<file path="config.mk">
export PLATFORM = sky130hd
export DESIGN_NAME = math_log2_32
export DESIGN_NICKNAME = d
export VERILOG_FILES = /design/src/rtl/math_pkg.sv /design/src/rtl/math_lzd32.sv /design/src/rtl/math_log2_32.sv
export SDC_FILE = /design/constraint.sdc
export NUM_CORES = 1
export LEC_CHECK = 0
export ABC_AREA = 1
export CORE_ASPECT_RATIO = 1.2
export CORE_MARGIN = 5
export CORE_UTILIZATION = 25
export CTS_CLUSTER_SIZE = 12
export DETAILED_ROUTE_END_ITERATION = 12
export SETUP_SLACK_MARGIN = 0.4
export SYNTH_ARGS = -nofsm -noshare
export SYNTH_HDL_FRONTEND = slang
export SYNTH_SLANG_ARGS = --single-unit
export TNS_END_PERCENT = 50
</file>
<file path="constraint.sdc">
create_clock -name clk -period 3.2 [get_ports clk]
set_input_delay 0.64 -clock clk [delete_from_list [all_inputs] [get_ports clk]]
set_output_delay 0.64 -clock clk [all_outputs]
set_load 0.03 [all_outputs]
</file>
<file path="src/rtl/math_pkg.sv">
// math_pkg: shared log2/anti-log fixed-point constants, fraction LUT and result type.
package math_pkg;
  localparam int LOG2_FRAC_W = 6;
  localparam int LOG2_INT_W  = 6;
  typedef logic [LOG2_INT_W+LOG2_FRAC_W-1:0] log2_fix_t;
  // round(64*log2(1+k/64)) for k = 0..63
  localparam logic [LOG2_FRAC_W-1:0] LOG2_LUT [64] = '{
    6'd0,  6'd1,  6'd3,  6'd4,  6'd6,  6'd7,  6'd8,  6'd10,
    6'd11, 6'd12, 6'd13, 6'd15, 6'd16, 6'd17, 6'd18, 6'd19,
    6'd21, 6'd22, 6'd23, 6'd24, 6'd25, 6'd26, 6'd27, 6'd28,
    6'd29, 6'd30, 6'd31, 6'd32, 6'd34, 6'd35, 6'd35, 6'd36,
    6'd37, 6'd38, 6'd39, 6'd40, 6'd41, 6'd42, 6'd43, 6'd44,
    6'd45, 6'd46, 6'd47, 6'd47, 6'd48, 6'd49, 6'd50, 6'd51,
    6'd52, 6'd52, 6'd53, 6'd54, 6'd55, 6'd56, 6'd56, 6'd57,
    6'd58, 6'd59, 6'd60, 6'd60, 6'd61, 6'd62, 6'd63, 6'd63
  };
  function automatic logic [LOG2_FRAC_W-1:0] log2_frac(input logic [LOG2_FRAC_W-1:0] k);
    return LOG2_LUT[k];
  endfunction
endpackage

</file>
<file path="src/rtl/math_lzd32.sv">
// math_lzd32: combinational leading-one detector, position of the highest set bit.
module math_lzd32 (
  input  logic [31:0] data_i,
  output logic [4:0]  pos_o,
  output logic        zero_o
);
  always_comb begin
    pos_o = '0;
    for (int i = 0; i < 32; i++) pos_o = data_i[i] ? 5'(i) : pos_o;
  end
  assign zero_o = ~|data_i;
endmodule

</file>
<file path="src/rtl/math_log2_32.sv">
// math_log2_32: three-stage pipelined log2 of a 32-bit integer, 6.6 fixed-point
// result, valid/ready handshake with whole-pipeline stall.
module math_log2_32
  import math_pkg::*;
#(
  parameter int LUT_IDX_W = 6
) (
  input  logic        clk,
  input  logic        reset_n,
  input  logic        in_valid,
  output logic        in_ready,
  input  logic [31:0] din,
  output logic        out_valid,
  input  logic        out_ready,
  output logic [11:0] dout,
  output logic        dout_zero
);
  logic                 en;
  logic                 s1_v_q;
  logic [31:0]          s1_d_q;
  logic                 s2_v_q, s2_z_q;
  logic [4:0]           s2_p_q;
  logic [LUT_IDX_W-1:0] s2_k_q;
  logic                 s3_v_q, s3_z_q;
  log2_fix_t            s3_dout_q;
  logic [4:0]           p_d;
  logic                 z_d;
  logic [31:0]          norm;
  logic [LUT_IDX_W-1:0] k_d;
  log2_fix_t            dout_d;

  assign en       = !s3_v_q || out_ready;
  assign in_ready = en;

  math_lzd32 u_lzd (.data_i(s1_d_q), .pos_o(p_d), .zero_o(z_d));

  // leading one lands on bit 31; the next LUT_IDX_W bits index the table, the rest truncate
  assign norm   = s1_d_q << (5'd31 - p_d);
  assign k_d    = LUT_IDX_W'(norm >> (31 - LUT_IDX_W));
  assign dout_d = s2_z_q ? '0 : {1'b0, s2_p_q, log2_frac(s2_k_q)};

  always_ff @(posedge clk or negedge reset_n) begin
    if (!reset_n) begin
      s1_v_q    <= 1'b0;
      s1_d_q    <= '0;
      s2_v_q    <= 1'b0;
      s2_z_q    <= 1'b0;
      s2_p_q    <= '0;
      s2_k_q    <= '0;
      s3_v_q    <= 1'b0;
      s3_z_q    <= 1'b0;
      s3_dout_q <= '0;
    end else if (en) begin
      s1_v_q    <= in_valid;
      s1_d_q    <= din;
      s2_v_q    <= s1_v_q;
      s2_z_q    <= z_d;
      s2_p_q    <= p_d;
      s2_k_q    <= k_d;
      s3_v_q    <= s2_v_q;
      s3_z_q    <= s2_z_q;
      s3_dout_q <= dout_d;
    end
  end

  assign out_valid = s3_v_q;
  assign dout      = s3_dout_q;
  assign dout_zero = s3_z_q;
endmodule

</file>
# == Yosys cells after proc, flatten, opt, wreduce, memory -nomap -nowiden ==
# Memories as Yosys holds them, arrays and structs flattened.
# Index checks and enable logic that the tools add are counted.
# classes
add_sub_neg,1
magnitude_cmp,1
shifts,1
n_mux,34
bitwise_logic,1
n_reduce_logical,4
# ops
op,count
$mux 5,30
$reduce_or 32->1,1
$shl 32x5->31,1
$mux 6,2
$mux 11,1
$ge 7x7->1 const B,1
$not 6->7,1
$sub 5x5->5 const A,1
$logic_not 1->1,2
$logic_or 1x1->1,1
$mux 1,1
# word_totals
ff_bits,60
rom_bits,384
input_bits,36
output_inout_bits,15
word_cells,52
mem_count,1
# mem_list
memory,words,word_bits,read_ports,rd_ports_with_merged_regs,wr,line_no,source
(name not given),64,6,1,0,0,math_pkg.sv:18,return LOG2_LUT[k];

# == Logic depth before layout (Yosys ltp) ==
# logic_depth
ltp_word,33
mapped_depth,40
ltp_nobuf,39

# == Modules after synthesis ==
# A second synthesis with hierarchy kept.
# hier_totals
hier_cells,679
hier_area_um2,4254.1
# by_module_without_submodules
mod,n_inst,cells_per_inst,area_per_inst_um2,seq_area_each_um2
math_log2_32,1,573,3838.7,1476.4
math_lzd32,1,106,415.4,0.0

# == Worst setup path after synthesis ==
# OpenSTA, ideal clock, no wires.
# synth_path
path_type,reg-to-reg
start,reg s1_d_q[2]
end,reg s2_k_q[1]
setup_time_ns,0.126
t_arrival_ns,2.385
required_time_ns,3.074
path_slack_ns,0.689
stages_incl_launch_ff,39
n_path_buf,2
period_less_slack_ns,2.511
path_cell_list,dfrtp_1 inv_2 nand2_1 nand2_1 nand2_1 nand2_1 nand2_1 nand2_1 nand2_1 nand2_1 nand2_1 nand2_1 nand2_1 nand2_1 nand2_1 nand2_1 nand2_1 nand2_1 (+3 left out) nand2_1 nand2_1 nand2_1 nand2_1 nand2_1 nand2_1 nand2_1 nand2_1 nand2_2 buf_6 buf_8 nand3_2 nand3_1 nand2_1 nand2_1 nand2_1 o21ai_1 nand3_1
# synth_between
elab_chain_len,32
# synth_lines
element,line_no,source
"start, declared",math_log2_32.sv:20,logic [31:0] s1_d_q;
"start signal, assigned",math_log2_32.sv:55,s1_d_q <= din;
$mux 5 (30 in a row),math_lzd32.sv:9,for (int i = 0; i < 32; i++) pos_o = data_i[i] ? 5'(i) : pos_o;
$sub 5x5->5,math_log2_32.sv:38,assign norm = s1_d_q << (5'd31 - p_d);
$shl 32x5->31 *,math_log2_32.sv:38,
"end signal, assigned",math_log2_32.sv:59,s2_k_q <= k_d;
"end, declared",math_log2_32.sv:23,logic [LUT_IDX_W-1:0] s2_k_q;
# Mark *: on every way between the ends. The rest lies on a longest branch, timed or not.
# A chain may end at the register's enable or synchronous reset.

# == Worst setup path in the final report ==
# layout_path
start,reg s1_d_q[2]
end,reg s2_k_q[2]
# The elaborated chain is that of the path after synthesis.

==> impl_metrics.py <==
metrics = {
    "synth": {
        "synth_top_cells_by_count": "201 x nand2_1, 107 x nand3_1, 59 x dfrtp_1, 56 x inv_1, 56 x o21ai_0",
        "yosys.area_share.simple_pct": 38.14,
        "synth_most_common_cell": "nand2_1",
        "postSynthAreaPerCell_um2": 6.609,
        "synth_compound_area_share_pct": 13.88,
        "yosysSeqAreaShare_pct": 36.39,
        "synth_seq_cells": 59,
        "ys_types": 38,
        "synth-warning-count": 0,
        "syn_nets": 656,
        "synth_xor_area_share_pct": 0.2158,
        "synth-adder-area-share_pct": 1.850,
        "synthMuxAreaShare_pct": 0.2775,
        "synth_edf_count": 0,
        "synthCells": 614,
        "async_reset_ff_share_pct": 100.0,
        "syn-cell-area_um2": 4058,
        "ys.flop_type": "dfrtp_1",
        "synth_top_family_by_area": "simple AND/OR/NAND/NOR gates",
        "yosysTopAreaCellShare_pct": 36.39,
        "yosys.area.top_type": "dfrtp_1",
        "synthTopCellsByArea": "dfrtp_1 36%, nand2_1 19%, nand3_1 13%",
    },
    "final_layout": {
        "drive_gt1_share_pct": 12.93,
        "fin_cells": 885,
        "fin_util_pct": 33.50,
        "diodes": 0,
        "finalNetCount": 710,
        "syn2layout_area_growth_pct": 32.78,
    },
    "global_route": {
        "antenna_found_initial": 0,
        "grt_pass1_vias": 3897,
        "overflow": 0,
        "grt_start_max_net_pins": 73,
        "grt_use_total_pct": 12.28,
        "grt_pass1_wl_mm": 18.90,
    },
    "clock_network": {
        "cts_tree": "built",
        "numClockSinks": 59,
        "clockBufferDepth": 2,
        "cts_buffers": 9,
        "htree_levels": 3,
        "cts_root_buf": "clkbuf_16",
        "path_clk_slew_ps": 60,
        "clk_latency_ps": 350,
    },
    "detailed_routing": {
        "num_vias": 4242,
        "wl_per_cell_um": 13.36,
        "drt_wl_total_mm": 11.82,
        "dr_wl_met2_mm": 5.670,
        "dr.pass1.iters": 6,
        "highest_layer": "met4",
        "ant_nets": 0,
        "drc": 0,
        "wl_met3_um": 621,
        "first_iter_violations": 431,
        "wl_met1_mm": 5.335,
        "viasPerCell": 4.793,
    },
    "floorplanning": {
        "dieHeight_um": 149.6,
        "die_x_um": 126.3,
        "initial_core_util_pct": 25.23,
        "core_area_um2": 16080,
        "io_pins": 51,
        "dieArea_um2": 18890,
        "rows": 51,
    },
    "worst_hold_path": {
        "worstHoldPathType": "input pin to asynchronous set/reset pin",
    },
    "timing": {
        "relSlewSlack_pct": 47.14,
        "fin_skew_ps": 7.031,
        "tightestPinTransition_ps": 792.9,
        "hold_viol": 0,
        "min_period_ps": 2969,
        "period_share_pct": 92.79,
        "final-setup-viol-count": 0,
        "fmax_ghz": 0.3368,
        "hold_ws_ps": 382.0,
        "slew_violations": 0,
        "rsz0062_at_grt": "yes",
    },
    "worst_setup_path": {
        "cp_max_fo": 8,
        "critPathArrivalTime_ps": 3200,
        "crit_path_top_delay_cell": "dfrtp_1",
        "critPathBufInv": 2,
        "ff2ff_path_depth": 38,
        "critical_path_depth": 38,
        "path_delay_family": "simple AND/OR/NAND/NOR gates",
        "max_stage_delay_ps": 380,
        "crit_type": "register to register",
        "worst_path_most_repeated_cell": "nand2_1",
        "start_kind": "register",
        "required_ps": 3430,
        "critPathCaptureType": "register",
    },
    "pwr": {
        "totalPowerFinal_uw": 4723,
        "powerDensity_nw_per_um2": 876.6,
        "p_leak_uw": 0.002602,
        "ir_drop_uv": 330.1,
    },
    "placement": {
        "gp_congestion": 0.8711,
        "port_buffers": 49,
        "hpwl_mm": 8.216,
        "dp_cells": 860,
    },
    "status": {
        "status": "finished clean",
    },
    "flow_run": {
        "drv_cap": 0,
    },
}
## power by group
part	leakage (uW)	internal [uW]	switching, uW	total (uW)
Sequential	0.000697	984	235	1220
Clock	0.000154	687	366	1050
Combinational	0.00175	961	1490	2450
Total	0.00260	2630	2090	4720
## per-layer routing
metal / track usage, % / vias up
met3: 2.928 / 19
met1: 16.40 / 1936
met2: 19.54 / 148
met4: 4.185 / 0
met5: 0 / -
li1: - / 2139
## layout make-up
type                    count  area, um2
fillers                  1753      10690
multi-input cells         468       2355
flip-flops and latches     59       1476
repair buffers             72      754.5
well taps                 212      265.3
clock buffers              11      232.7
inverters                  58      217.7
clock inverters             5      86.33
## sequential cells by signal, indices dropped and copies added (netlist names)
register and cells:
s1_v_q 1, dout_zero 1, s2_v_q 1, s2_p_q 5, s2_z_q 1, dout 11
s2_k_q 6, s1_d_q 32, out_valid 1
## worst reg2reg max path: cells and delay by family, from the launching register on
family                 cells  cell delay (ps)
AND/OR/NAND/NOR           36             2190
flip-flops                 1              380
buffers and inverters      2              260
## cells by family (layout without fill, tap and decap cells)
group / after synthesis / after routing
AND/OR/NAND/NOR: 360 / 360
AO/OA/AOI/OAI: 99 / 99
buffers and inverters: 87 / 146
flip-flops: 59 / 59
adder cells (fa/ha/maj): 6 / 6
other: 1 / 1
XOR/XNOR: 1 / 1
multiplexers: 1 / 1
## what timing repair did
item                       in CTS  in global routing
setup endpoints to repair       6                  6
setup buffers                   0                  4
gates cloned                    0                  5
hold buffers                    0                  0
pin swaps                       0                 11
gates resized for setup         0                 39
## cell usage in the layout (no fill, tap or decap), drive strengths merged, types with 6 or more instances in the layout
cell,synthesis,layout
nand2,203,203
nand3,114,114
o21ai,62,62
dfrtp,59,59
inv,57,58
clkdlybuf4s50,0,47
nor2,37,37
buf,12,21
a21oi,15,15
clkbuf,17,15
ha,6,6
## per-stage QoR
stage | setup TNS (ps) | area, um2 | setup slack, ps
2_1_floorplan | 0 | 4058 | 688.5
5_1_grt | -451.0 | 5388 | -92.88
3_3_place_gp | 0 | 4791 | 320.0
4_1_cts | 0 | 5110 | 287.7
6_report | 0 | 5388 | 230.7
3_5_place_dp | 0 | 4791 | 317.2
## worst paths after layout
path / startpoint / slack [ps] / endpoint
min: reset_n / 380 / dout[8]$_DFFE_PN0P_
min reg2reg: s2_v_q$_DFFE_PN0P_ / 460 / out_valid$_DFFE_PN0P_
max reg2reg: s1_d_q[2]$_DFFE_PN0P_ / 230 / s2_k_q[2]$_DFFE_PN0P_
min in group clk: s2_v_q$_DFFE_PN0P_ / 460 / out_valid$_DFFE_PN0P_
max: s1_d_q[2]$_DFFE_PN0P_ / 230 / s2_k_q[2]$_DFFE_PN0P_
max in group asynchronous: reset_n / 1970 / s1_d_q[27]$_DFFE_PN0P_
No activity file was read; power rests on OpenSTA's default activity.
